--- config.mk ---
export PLATFORM = sky130hd
export DESIGN_NAME = cpu_scoreboard
export DESIGN_NICKNAME = d
export VERILOG_FILES = /design/src/rtl/cpu_scoreboard.sv
export SDC_FILE = /design/constraint.sdc
export NUM_CORES = 1
export LEC_CHECK = 0
export CAP_MARGIN = 20
export CORE_MARGIN = 5
export CORE_UTILIZATION = 58
export CTS_CLUSTER_DIAMETER = 100
export DETAILED_ROUTE_END_ITERATION = 7
export DONT_BUFFER_PORTS = 1
export PLACE_DENSITY = 0.8
export SLEW_MARGIN = 20
export SYNTH_ARGS = -nofsm -noshare
export SYNTH_HDL_FRONTEND = slang
export SYNTH_SLANG_ARGS = --single-unit
--- constraint.sdc ---
create_clock -name clk -period 2.8 [get_ports clk]
set_input_delay 0.42 -clock clk [delete_from_list [all_inputs] [get_ports clk]]
set_output_delay 0.42 -clock clk [all_outputs]
set_load 0.1 [all_outputs]
--- src/rtl/cpu_scoreboard.sv ---
// cpu_scoreboard
//   Hazard scoreboard for the in-order pipeline. Sits beside decode and
//   decides each cycle whether the instruction in decode may advance.
//   A 4-bit countdown per architectural register tracks the edges left
//   until its pending write commits. A separate countdown covers the fetch
//   shadow after a jump/branch. A saturating counter records stall cycles.
//
// Ports
//   clk, rst_n            clock, asynchronous active-low reset
//   iss_valid             decode holds a valid instruction
//   iss_src1/2, *_en      source register selects and read enables
//   iss_dst, iss_dst_en   destination select and RF write enable
//   iss_jb                instruction is a jump/branch
//   hold                  whole-pipeline freeze
//   stall_cnt_clr         synchronous clear of stall_cnt
//   stall                 decode must not advance (combinational)
//   issue                 instruction accepted this cycle (combinational)
//   busy_vec              per-register pending-write flags (registered)
//   jb_busy               jump/branch shadow active
//   stall_cnt             saturating count of stalled, non-hold cycles
module cpu_scoreboard #(
   parameter int NUM_REGS  = 16,
   parameter int SEL_W     = 4,
   parameter int WB_LAT    = 4,
   parameter int JB_LAT    = 3,
   parameter int RF_BYPASS = 0,
   parameter int CNT_W     = 32
) (
   input  logic                clk,
   input  logic                rst_n,
   input  logic                iss_valid,
   input  logic [SEL_W-1:0]    iss_src1,
   input  logic [SEL_W-1:0]    iss_src2,
   input  logic                iss_src1_en,
   input  logic                iss_src2_en,
   input  logic [SEL_W-1:0]    iss_dst,
   input  logic                iss_dst_en,
   input  logic                iss_jb,
   input  logic                hold,
   input  logic                stall_cnt_clr,
   output logic                stall,
   output logic                issue,
   output logic [NUM_REGS-1:0] busy_vec,
   output logic                jb_busy,
   output logic [CNT_W-1:0]    stall_cnt
);

   logic [3:0]          cnt [NUM_REGS];
   logic [3:0]          jb_cnt;
   logic [NUM_REGS-1:0] reg_busy;
   logic                src1_busy;
   logic                src2_busy;
   logic                raw;

   function automatic logic [CNT_W-1:0] sat_inc(input logic [CNT_W-1:0] v);
      return (v == {CNT_W{1'b1}}) ? v : v + CNT_W'(1);
   endfunction

   // With write-through the register is readable in the cycle its count is 1,
   // so only counts above 1 block a reader.
   always_comb begin
      for (int r = 0; r < NUM_REGS; r++) begin
         busy_vec[r] = (cnt[r] != 4'd0);
         reg_busy[r] = (RF_BYPASS != 0) ? (cnt[r] > 4'd1) : (cnt[r] != 4'd0);
      end
   end

   // Selects at or above NUM_REGS match no entry and so never report busy.
   always_comb begin
      src1_busy = 1'b0;
      src2_busy = 1'b0;
      for (int r = 0; r < NUM_REGS; r++) begin
         if (iss_src1 == SEL_W'(r)) src1_busy = reg_busy[r];
         if (iss_src2 == SEL_W'(r)) src2_busy = reg_busy[r];
      end
   end

   assign jb_busy = (jb_cnt != 4'd0);
   assign raw     = (iss_src1_en & src1_busy) | (iss_src2_en & src2_busy);
   assign stall   = iss_valid & (raw | jb_busy);
   assign issue   = iss_valid & ~stall & ~hold;

   // Countdowns advance only on non-hold edges. issue already implies
   // ~hold, so a reload always wins over the decrement of the same entry.
   always_ff @(posedge clk or negedge rst_n) begin
      if (!rst_n) begin
         for (int r = 0; r < NUM_REGS; r++) cnt[r] <= 4'd0;
         jb_cnt    <= 4'd0;
         stall_cnt <= '0;
      end else begin
         if (!hold) begin
            for (int r = 0; r < NUM_REGS; r++) begin
               if (issue && iss_dst_en && (iss_dst == SEL_W'(r)))
                  cnt[r] <= 4'(WB_LAT);
               else if (cnt[r] != 4'd0)
                  cnt[r] <= cnt[r] - 4'd1;
            end
            if (issue && iss_jb)
               jb_cnt <= 4'(JB_LAT);
            else if (jb_cnt != 4'd0)
               jb_cnt <= jb_cnt - 4'd1;
         end
         if (stall_cnt_clr)
            stall_cnt <= '0;
         else if (stall && !hold)
            stall_cnt <= sat_inc(stall_cnt);
      end
   end

endmodule

==> impl_metrics.tcl <==
set metrics [dict create \
    max_freq_mhz 299.6 \
    grtUsageTotal_pct 27.35 \
    fin_crit_ps 3338 \
    yosysWarnings 0 \
    final_core_util_pct 79.68 \
    leakage_nw 3.457 \
    max-slew-margin-rel_pct 4.403 \
    synth_top_area_share_pct 41.96 \
    clock-sinks 100 \
    drc_errors 0 \
    critPathMaxFanout 5 \
    h-tree-depth 3 \
    rows 37 \
    ir_drop_mv 0.6043 \
    clock_skew_ps 20.21 \
    initial_core_util_pct 58.56 \
    grt_max_degree 101 \
    hp-class "in -> reg" \
    setup_viol 99 \
    routabilityCongestion 0.9012 \
    timing.final.ws_setup_ps -537.8 \
    tightest_slew_ps 1431 \
    cts_buffers 9 \
    avgSynthCellArea_um2 8.784 \
    vias 6146 \
    vias_per_cell 6.517 \
    grt_use_met2_pct 46.20 \
    worstSetupPathType "reg -> reg" \
    syn_area_um2 5964 \
    fin_setup_tns_ps -20880 \
    synth_edf_count 0 \
    path_clk_slew_ps 100 \
    hold_path_depth 1 \
    overflow 0 \
    die_w_um 111.4 \
    synth.area.top_cells "dfrtp_1 (42%), nor2_1 (5.6%), xnor2_1 (5.1%)" \
    design.core.area_um2 10180 \
    syn_inst 679 \
    ys_types 56 \
    cts_tree "built" \
    clk_latency_ps 390 \
    cp-start-kind "flip-flop" \
    synthFlopType "dfrtp_1" \
    powerDensity_nw_per_um2 827.6 \
    synth_nets 719 \
    postRouteAntennaNets 0 \
    port_buffers 0 \
    place_ws_ps -96.17 \
    grt_pass1_wl_um 27990 \
    drtIter0Drc 770 \
    place_inst 894 \
    finalWirelength_um 20450 \
    critPathArrivalTime_ps 3590 \
    hold_viol 0 \
    clk_path_buf_depth 2 \
    grt_pass1_vias 5869 \
    ys_ff_latch 100 \
    syn2layout_area_growth_pct 36.06 \
    drt_first_pass_iters 6 \
    reg2reg_depth 14 \
    wire_per_inst_um 21.69 \
    antenna_found_initial 0 \
    violations "negative setup slack" \
    postSynth.asyncResetShare_pct 100.0 \
    rsz0062_at_grt "yes" \
    final_max_slew_viol_count 0 \
    fin_nets 842 \
    status "complete, but fails checks" \
    grtUsageMet1_pct 31.60 \
    diodes 0 \
    critPathRequiredTime_ps 3050 \
    place_hpwl_um 10890 \
    fin_crit_sh_pct 119.2 \
    max_cap_viol_count 0 \
    cts-root-buf "clkbuf_8" \
    critPathCaptureType "flip-flop" \
    grt-busiest-layer "met2" \
    instances_no_fill 943 \
    ios 72 \
    ys_seq_area_share_pct 41.96 \
    die_h_um 111.4 \
    met3_usage_pct 7.826 \
    die_area_um2 12410 \
    synth_area_leader_cell "dfrtp_1" \
    r2r_slack_ps -540 \
    drive_gt1_share_pct 32.09 \
]
==> routing by layer <==
layer  vias up  routed length [µm]
met1      2981                7293
met4         0                1289
li1       2608                   -
met5         -                   0
met2       417               10080
met3       140                1788
==> cells in the final DEF, fill, tap and decap left out, types with 5 or more instances in the layout <==
cell      synthesis  layout
buf_4             0     104
nor2_4            0      10
ha_1             19      13
or4_1            10      10
nor3b_2           1       5
nand3_1          24      19
xnor2_1          35      32
ha_2              0       5
nor3_1           29      13
buf_6             1      19
nor3b_1          27      16
dfrtp_1         100      96
buf_12            0       6
nand3b_1          7       7
nor3_4            0      18
inv_1            62      58
nand2_1          45      42
or3_1            10      10
nor4_4            0       5
a21o_1           10      10
mux2i_1          10       9
nor2_2            1       6
mux2_2            6       5
nand2b_1         24      24
clkbuf_8          0       9
o22ai_1           7       7
o21ai_0          22      18
nand4_1          16      16
a21oi_2           0       8
nor3b_4           0       7
a21oi_1          38      29
nor2b_1          11      10
nor2_1           89      74
==> flip-flops by register name, indices dropped and copies added, names as in the netlist <==
name	count
stall_cnt	32
cnt	64
jb_cnt	4
==> repair_timing <==
item | in CTS | in global routing
hold buffers | 2 | 0
pin swaps | 31 | 59
gates cloned | 1 | 1
buffers inserted | 19 | 15
endpoints found under the setup margin | 56 | 97
resized for setup | 78 | 87
endpoints found under the hold margin | 100 | 0
==> critical path: stages (launching register included) <==
cell       delay (ps)
dfrtp_1           420
inv_1             120
ha_1              190
nor3b_1           330
buf_4             210
nor4_1             60
o311ai_2          250
o211a_1           240
a2bb2oi_4         240
buf_12            140
buf_4             130
bufbuf_16         270
nand4_1           240
a21oi_2           250
o21ai_0           120
==> cells in the mapped netlist, types with 3 or more instances <==
library cell and count:
o22ai_1 7, a21oi_1 38, nor2b_1 11, nor2_1 89
nor4b_1 3, nor4_1 7, o311ai_1 6, and2_1 3
ha_1 19, nand2_1 45, nand3_1 24, or4_1 10
nand2b_1 24, a211oi_1 3, xnor2_1 35, nand4_1 16
or2_2 3, nor3_1 29, o21ai_0 22, inv_1 62
buf_2 4, dfrtp_1 100, nor3b_1 27, clkbuf_1 14
nand3b_1 7, or3_1 10, a21o_1 10, mux2_2 6
mux2i_1 10
==> metrics by stage <==
stage | cell area (µm²) | total power [mW] | hold slack (ps)
6_report | 8115 | 6.716 | 85.13
5_1_grt | 8115 | 7.085 | 62.06
4_1_cts | 7602 | 6.234 | 81.93
3_5_place_dp | 6848 | 5.003 | 131.1
3_3_place_gp | 6848 | 4.823 | 131.5
2_1_floorplan | 5981 | 4.204 | 124.4
==> final timing paths <==
check                                       from                         to
max                          cnt[44]$_DFFE_PN0P_        cnt[36]$_DFFE_PN0P_
max in group asynchronous                  rst_n        cnt[46]$_DFFE_PN0P_
min                                stall_cnt_clr  stall_cnt[18]$_DFFE_PN0P_
min reg2reg                jb_cnt[2]$_DFFE_PN0P_      jb_cnt[2]$_DFFE_PN0P_
min in group asynchronous                  rst_n        cnt[31]$_DFFE_PN0P_
max reg2reg                  cnt[44]$_DFFE_PN0P_        cnt[36]$_DFFE_PN0P_
==> logic make-up (layout without fill, tap and decap cells) <==
group,count (synthesis),after routing,synth area share [%]
buffers and inverters,83,211,5.433
muxes,18,18,3.566
DFF,100,100,41.96
adders and majority gates,19,19,3.986
xor gates and xnor gates,35,35,5.139
AOI/OAI and AO/OA,100,100,10.68
and+or+nand+nor,324,324,29.24
==> layout make-up <==
| class | count | area, µm² |
|---|---|---|
| multi-input combinational | 496 | 3801 |
| sequential | 100 | 2507 |
| fill | 533 | 2069 |
| timing repair buffer | 133 | 1210 |
| inverter | 62 | 236.5 |
| tap | 136 | 170.2 |
| clock buffer | 9 | 123.9 |
| clock inverter | 7 | 66.31 |
==> report_power, final <==
group          total [mW]  leakage (nW)  switching [mW]  internal, mW
clock network       0.947        0.0992           0.537         0.411
logic                3.38          2.11            1.96          1.42
registers            2.39          1.25           0.486          1.90
total                6.72          3.46            2.98          3.73
Power figures use the tool's default switching activity.
